### src/rtl/ifetch_queue.sv
// Instruction fetch queue: owns the fetch PC, issues single outstanding word reads
// to instruction memory, buffers returned words with their PCs in a small FIFO and
// hands them to the core over valid/ready. Redirect flushes, halt stops fetching.
module ifetch_queue #(
    parameter int unsigned DEPTH    = 4,
    parameter logic [15:0] RESET_PC = 16'h0000
) (
    input  logic        clk,
    input  logic        rst_n,
    output logic        imem_req,
    output logic [15:0] imem_addr,
    input  logic        imem_gnt,
    input  logic        imem_rvalid,
    input  logic [15:0] imem_rdata,
    input  logic        redirect,
    input  logic [15:0] redirect_pc,
    input  logic        halt,
    output logic        inst_valid,
    output logic [15:0] inst,
    output logic [15:0] inst_pc,
    input  logic        inst_ready,
    output logic        fetch_idle
);

    localparam int unsigned PtrW = (DEPTH > 1) ? $clog2(DEPTH) : 1;
    localparam int unsigned CntW = PtrW + 1;
    localparam logic [CntW-1:0] CntFull = CntW'(DEPTH);

    logic [15:0]     fetch_pc_q, fetch_pc_d;
    logic [15:0]     out_pc_q, out_pc_d;
    logic [PtrW-1:0] rd_ptr_q, rd_ptr_d;
    logic [PtrW-1:0] wr_ptr_q, wr_ptr_d;
    logic [CntW-1:0] count_q, count_d;
    logic            outstanding_q, outstanding_d;
    logic            discard_q, discard_d;
    logic            halted_q, halted_d;
    logic [15:0]     word_q [DEPTH];
    logic [15:0]     pc_q   [DEPTH];

    logic accept, resp, push, pop;

    // A request is only raised when a FIFO slot is guaranteed for its response.
    assign imem_req   = rst_n && !halted_q && !halt && !redirect && !outstanding_q &&
                        (count_q < CntFull);
    assign imem_addr  = fetch_pc_q;
    assign accept     = imem_req && imem_gnt;
    assign resp       = imem_rvalid && outstanding_q;
    assign inst_valid = (count_q != '0) && !redirect;
    assign pop        = inst_valid && inst_ready;
    assign push       = resp && !discard_q && !redirect;
    assign inst       = word_q[rd_ptr_q];
    assign inst_pc    = pc_q[rd_ptr_q];
    assign fetch_idle = halted_q && !outstanding_q && (count_q == '0);

    // Next-state logic; redirect overrides accept, push and pop.
    always_comb begin
        fetch_pc_d    = fetch_pc_q;
        out_pc_d      = out_pc_q;
        rd_ptr_d      = rd_ptr_q;
        wr_ptr_d      = wr_ptr_q;
        count_d       = count_q;
        outstanding_d = outstanding_q;
        discard_d     = discard_q;
        halted_d      = halted_q | halt;
        if (redirect) begin
            fetch_pc_d = redirect_pc;
            rd_ptr_d   = '0;
            wr_ptr_d   = '0;
            count_d    = '0;
            if (resp) begin
                // Response in the redirect cycle is dropped on the spot.
                outstanding_d = 1'b0;
                discard_d     = 1'b0;
            end else if (outstanding_q) begin
                discard_d = 1'b1;
            end
        end else begin
            if (accept) begin
                outstanding_d = 1'b1;
                out_pc_d      = fetch_pc_q;
                fetch_pc_d    = fetch_pc_q + 16'd1;
            end
            if (resp) begin
                outstanding_d = 1'b0;
                discard_d     = 1'b0;
            end
            if (push) wr_ptr_d = wr_ptr_q + PtrW'(1);
            if (pop)  rd_ptr_d = rd_ptr_q + PtrW'(1);
            if (push && !pop)      count_d = count_q + CntW'(1);
            else if (pop && !push) count_d = count_q - CntW'(1);
        end
    end

    // Control state registers.
    always_ff @(posedge clk or negedge rst_n) begin
        if (!rst_n) begin
            fetch_pc_q    <= RESET_PC;
            out_pc_q      <= 16'h0000;
            rd_ptr_q      <= '0;
            wr_ptr_q      <= '0;
            count_q       <= '0;
            outstanding_q <= 1'b0;
            discard_q     <= 1'b0;
            halted_q      <= 1'b0;
        end else begin
            fetch_pc_q    <= fetch_pc_d;
            out_pc_q      <= out_pc_d;
            rd_ptr_q      <= rd_ptr_d;
            wr_ptr_q      <= wr_ptr_d;
            count_q       <= count_d;
            outstanding_q <= outstanding_d;
            discard_q     <= discard_d;
            halted_q      <= halted_d;
        end
    end

    // FIFO storage; cleared on reset so the head reads as zero.
    always_ff @(posedge clk or negedge rst_n) begin
        if (!rst_n) begin
            word_q <= '{default: '0};
            pc_q   <= '{default: '0};
        end else if (push) begin
            word_q[wr_ptr_q] <= imem_rdata;
            pc_q[wr_ptr_q]   <= out_pc_q;
        end
    end

endmodule

### config.mk
export PLATFORM = sky130hd
export DESIGN_NAME = ifetch_queue
export DESIGN_NICKNAME = d
export VERILOG_FILES = /design/src/rtl/ifetch_queue.sv
export SDC_FILE = /design/constraint.sdc
export NUM_CORES = 1
export LEC_CHECK = 0
export CORE_MARGIN = 5
export CORE_UTILIZATION = 42
export DETAILED_ROUTE_END_ITERATION = 6
export GPL_TIMING_DRIVEN = 1
export HOLD_SLACK_MARGIN = 0.06
export PLACE_DENSITY_LB_ADDON = 0.12
export SETUP_SLACK_MARGIN = 0.15
export SKIP_LAST_GASP = 1
export SLEW_MARGIN = 20
export SYNTH_ARGS = -nofsm -noshare
export SYNTH_HDL_FRONTEND = slang
export SYNTH_SLANG_ARGS = --single-unit
### constraint.sdc
create_clock -name clk -period 1.7 [get_ports clk]
set_input_delay 0.34 -clock clk [delete_from_list [all_inputs] [get_ports clk]]
set_output_delay 0.34 -clock clk [all_outputs]
set_load 0.02 [all_outputs]
==> metrics.txt <==
# TYPE chip_impl_metric gauge
chip_impl_metric{name="timing_worst_slew_pin_value",unit="ns"} 0.784
chip_impl_metric{name="leakagePower",unit="nW"} 5.53
chip_impl_metric{name="cap_violations",unit=""} 0
chip_impl_metric{name="post-place-cells",unit=""} 876
chip_impl_info{name="synth.area.top_cells",value="sky130_fd_sc_hd__dfrtp_1 56%, sky130_fd_sc_hd__mux2_2 18%, sky130_fd_sc_hd__mux4_2 9.5%, sky130_fd_sc_hd__nand2_1 3.3%, sky130_fd_sc_hd__buf_2 1.1%"} 1
chip_impl_metric{name="switching_share",unit=""} 0.259
chip_impl_metric{name="synthToLayoutAreaGrowth",unit="%"} 49.7
chip_impl_metric{name="timing.clock.skew",unit="ns"} 0.0139
chip_impl_metric{name="first_global_vias",unit=""} 5777
chip_impl_metric{name="post_layout_min_period",unit="ns"} 2.20
chip_impl_metric{name="post_drt_via_cell_ratio",unit=""} 5.51
chip_impl_metric{name="layout.nets",unit=""} 780
chip_impl_metric{name="peakVddDrop",unit="mV"} 1.29
chip_impl_metric{name="clock_tree_sinks",unit=""} 170
chip_impl_metric{name="cts_inserted_buffers",unit=""} 17
chip_impl_metric{name="clockPowerShare",unit=""} 0.376
chip_impl_metric{name="post_synth_num_cell_types",unit=""} 45
chip_impl_metric{name="power-per-cell-area",unit="mW/mm^2"} 973
chip_impl_metric{name="seqCellArea",unit="sq mm"} 0.00427
chip_impl_metric{name="clock_pin_transition_on_the_worst_setup_and_hold_timing_paths",unit="ns"} 0.07
chip_impl_info{name="violated_checks",value="setup timing"} 1
chip_impl_metric{name="layout.core_utilization",unit=""} 0.636
chip_impl_metric{name="report.power.total",unit="W"} 0.0110
chip_impl_metric{name="fillCellCount",unit=""} 1292
chip_impl_info{name="postSynth.topFlopCell",value="sky130_fd_sc_hd__dfrtp_1"} 1
chip_impl_metric{name="post_synth_arst_share",unit=""} 1.00
chip_impl_info{name="tritoncts",value="yes"} 1
chip_impl_info{name="rsz0062_at_grt",value="true"} 1
chip_impl_metric{name="share_of_synthesized_area_occupied_by_flip_flops_and_latches",unit=""} 0.562
chip_impl_metric{name="insertion_delay",unit="ns"} 0.44
chip_impl_metric{name="cp.arrival",unit="ns"} 1.86
chip_impl_info{name="worstSetupStartpoint",value="rd_ptr_q[0]"} 1
chip_impl_metric{name="ctsLongestPathBuffers",unit=""} 2
chip_impl_info{name="timing.critical_path.to_type",value="primary output"} 1
chip_impl_metric{name="synth.avg_cell_area",unit="sq um"} 14.2
chip_impl_metric{name="p_sw",unit="W"} 0.00286
chip_impl_metric{name="combPwrFrac",unit=""} 0.232
chip_impl_metric{name="postSynthCellCount",unit=""} 532
chip_impl_metric{name="finalInstanceArea",unit="sq mm"} 0.0113
chip_impl_metric{name="period_share",unit=""} 1.29
chip_impl_metric{name="power.internal",unit="W"} 0.00817
chip_impl_metric{name="drive_gt1_frac",unit=""} 0.582
chip_impl_metric{name="drv_slew",unit=""} 0
chip_impl_info{name="root_buffer",value="sky130_fd_sc_hd__clkbuf_16"} 1
chip_impl_info{name="highest_layer",value="met4"} 1
chip_impl_metric{name="floorplan.die_area",unit="sq mm"} 0.0208
chip_impl_metric{name="count_of_input_and_output_buffers",unit=""} 89
chip_impl_metric{name="detailed_place_hpwl",unit="mm"} 12.2
chip_impl_metric{name="drc_errors",unit=""} 0
chip_impl_metric{name="grt_usage",unit=""} 0.213
chip_impl_metric{name="synthesis.area",unit="sq mm"} 0.00757
chip_impl_metric{name="number_of_synthesized_register_bits",unit=""} 170
chip_impl_metric{name="rows",unit=""} 49
chip_impl_metric{name="synth_edf_count",unit=""} 0
chip_impl_metric{name="fraction_of_post_synthesis_cell_area_in_the_top_cell_type_by_area",unit=""} 0.562
chip_impl_metric{name="max_freq",unit="GHz"} 0.455
chip_impl_info{name="worstSetupStartpointType",value="flop"} 1
chip_impl_info{name="synthMostInstantiatedCell",value="sky130_fd_sc_hd__dfrtp_1"} 1
chip_impl_metric{name="timing.max_slew.rel_slack",unit=""} 0.477
chip_impl_metric{name="floorplan.core_area",unit="sq mm"} 0.0178
chip_impl_metric{name="starting_density_of_the_core",unit=""} 0.425
chip_impl_metric{name="placement.cell_area",unit="sq mm"} 0.00916
chip_impl_metric{name="detailedPlace.worstSlack",unit="ns"} -0.541
chip_impl_info{name="status",value="complete, but fails checks"} 1
chip_impl_metric{name="hold_violations",unit=""} 0
chip_impl_metric{name="antenna_found_initial",unit=""} 0
chip_impl_metric{name="global_route.overflow_total",unit=""} 0
chip_impl_metric{name="detail_route.wirelength.met1",unit="mm"} 8.80
chip_impl_metric{name="first_pass_grt_wire_length",unit="mm"} 33.4
chip_impl_metric{name="antenna_violation_net_count_after_detailed_routing",unit=""} 0
chip_impl_metric{name="share_of_power_burned_in_registers",unit=""} 0.392
chip_impl_info{name="top_cells_by_count_synth",value="170 x sky130_fd_sc_hd__dfrtp_1, 122 x sky130_fd_sc_hd__mux2_2, 66 x sky130_fd_sc_hd__nand2_1, 32 x sky130_fd_sc_hd__mux4_2, 16 x sky130_fd_sc_hd__buf_2"} 1
chip_impl_metric{name="htreeDepth",unit=""} 4
chip_impl_metric{name="crit_path_max_fanout",unit=""} 5
chip_impl_metric{name="layout_setup_ws",unit="ns"} -0.497
chip_impl_metric{name="setup_viol",unit=""} 193
chip_impl_metric{name="number_of_placed_i_o_pins",unit=""} 90
chip_impl_metric{name="crit_required",unit="ns"} 1.36
chip_impl_metric{name="route.met3.wl",unit="um"} 828
chip_impl_metric{name="wirelength",unit="mm"} 21.4
chip_impl_metric{name="global_placer_s_final_weighted_congestion",unit=""} 0.832
chip_impl_metric{name="grt_max_degree",unit=""} 89
chip_impl_info{name="netlist.top_cell.by_area",value="sky130_fd_sc_hd__dfrtp_1"} 1
chip_impl_metric{name="syn-num-nets",unit=""} 577
chip_impl_info{name="hold_path.class",value="primary input to asynchronous set/reset pin"} 1
chip_impl_metric{name="drt_iter0_markers",unit=""} 301
chip_impl_metric{name="multi_input_area",unit="sq mm"} 0.00353
chip_impl_metric{name="synth.yosys.warnings",unit=""} 0
chip_impl_metric{name="drt-wirelength-per-cell",unit="um"} 21.9
chip_impl_info{name="worstReg2RegStart",value="count_q[2]"} 1
chip_impl_info{name="worst-setup-path-type",value="flop to primary output"} 1
chip_impl_metric{name="antenna_cells",unit=""} 0
chip_impl_metric{name="met2_wirelength",unit="mm"} 11.3
chip_impl_metric{name="stdcell_count",unit=""} 977
chip_impl_metric{name="floorplan.die.width",unit="um"} 144
chip_impl_metric{name="via_count",unit=""} 5386
chip_impl_metric{name="die-height",unit="um"} 144
chip_impl_metric{name="drt_pass_1_iters",unit=""} 4
power groups by stage:
stage	clock network, W	logic [W]	registers, W
after global routing	0.00440	0.00273	0.00433
after detailed placement	0	0.00180	0.00439
after CTS	0.00421	0.00237	0.00432
after floorplan	0	0.00105	0.00438
after global placement	0	0.00178	0.00438
final	0.00415	0.00255	0.00432
layout make-up:
| type | instances | share of cell area |
|---|---|---|
| well taps | 229 | 0.0253 |
| clock buffers | 20 | 0.0403 |
| inverters | 7 | 0.00232 |
| repair buffers | 212 | 0.228 |
| clock inverters | 12 | 0.0152 |
| flip-flops and latches | 170 | 0.377 |
| multi-input cells | 327 | 0.312 |
cell usage in the layout (no fill, tap or decap), types with 8 or more instances in the layout:
master,Yosys,routed
sky130_fd_sc_hd__buf_12,0,25
sky130_fd_sc_hd__buf_6,0,48
sky130_fd_sc_hd__nand2_2,0,20
sky130_fd_sc_hd__buf_2,16,17
sky130_fd_sc_hd__dfrtp_1,170,154
sky130_fd_sc_hd__nand2_1,66,40
sky130_fd_sc_hd__clkdlybuf4s15_2,0,8
sky130_fd_sc_hd__buf_4,3,44
sky130_fd_sc_hd__mux2_4,0,8
sky130_fd_sc_hd__mux2_2,122,121
sky130_fd_sc_hd__clkdlybuf4s50_1,0,37
sky130_fd_sc_hd__mux4_2,32,32
sky130_fd_sc_hd__dfrtp_2,0,16
sky130_fd_sc_hd__clkbuf_16,0,17
sky130_fd_sc_hd__buf_16,0,19
path summary, 6_finish.rpt:
kind	cells after the start	endpoint	slack, ns
max	5	inst_pc[13]	-0.50
min	2	imem_addr[11]	0.15
max reg2reg	7	count_q[2]	-0.19
min reg2reg	1	pc_q[26]	0.50
max in group asynchronous	3	imem_addr[0]	0.60
min in group clk	3	imem_addr[1]	0.49
sequential cells by signal, summed over array words and instances (netlist names):
| name | cells |
|---|---|
| discard_q | 1 |
| outstanding_q | 1 |
| imem_addr | 16 |
| count_q | 3 |
| rd_ptr_q | 2 |
| out_pc_q | 16 |
| wr_ptr_q | 2 |
| pc_q | 64 |
| halted_q | 1 |
| word_q | 64 |
worst max-delay path, cell delays in order (launching register included):
cell and delay (ns):
sky130_fd_sc_hd__dfrtp_2 0.37, sky130_fd_sc_hd__buf_12 0.13, sky130_fd_sc_hd__buf_12 0.13, sky130_fd_sc_hd__buf_8 0.11
sky130_fd_sc_hd__mux4_2 0.53, sky130_fd_sc_hd__buf_6 0.15
repair_timing:
item / in CTS / in global routing
pin swaps: 25 / 17
gates resized for setup: 311 / 56
buffers inserted: 32 / 16
gates cloned: 20 / 0
hold endpoints to repair: 108 / 0
hold buffers: 1 / 0
setup endpoints to repair: 209 / 210
cells by family (layout without fill, tap and decap cells):
logic type	Yosys count	count (layout)	synth area share
buf+inv	36	251	0.0220
fa+ha+maj	6	6	0.0109
compound gates	37	37	0.0378
flops	170	170	0.562
simple gates	115	116	0.0722
xor+xnor	5	5	0.00578
mux	163	163	0.290
routing by layer:
layer | track usage | up-vias
li1 | - | 2378
met1 | 0.275 | 2845
met2 | 0.364 | 128
met3 | 0.0417 | 35
met4 | 0.0712 | 0
met5 | 0 | -
metrics by stage:
step | hold WS [ns] | setup TNS (ns)
after floorplan | 0.0444 | 0
after global placement | 0.404 | -59.89
after detailed placement | 0.403 | -63.84
after CTS | 0.169 | -25.48
after global routing | 0.202 | -36.96
final | 0.147 | -25.38
Note: power is estimated with default switching activity, not from simulation.
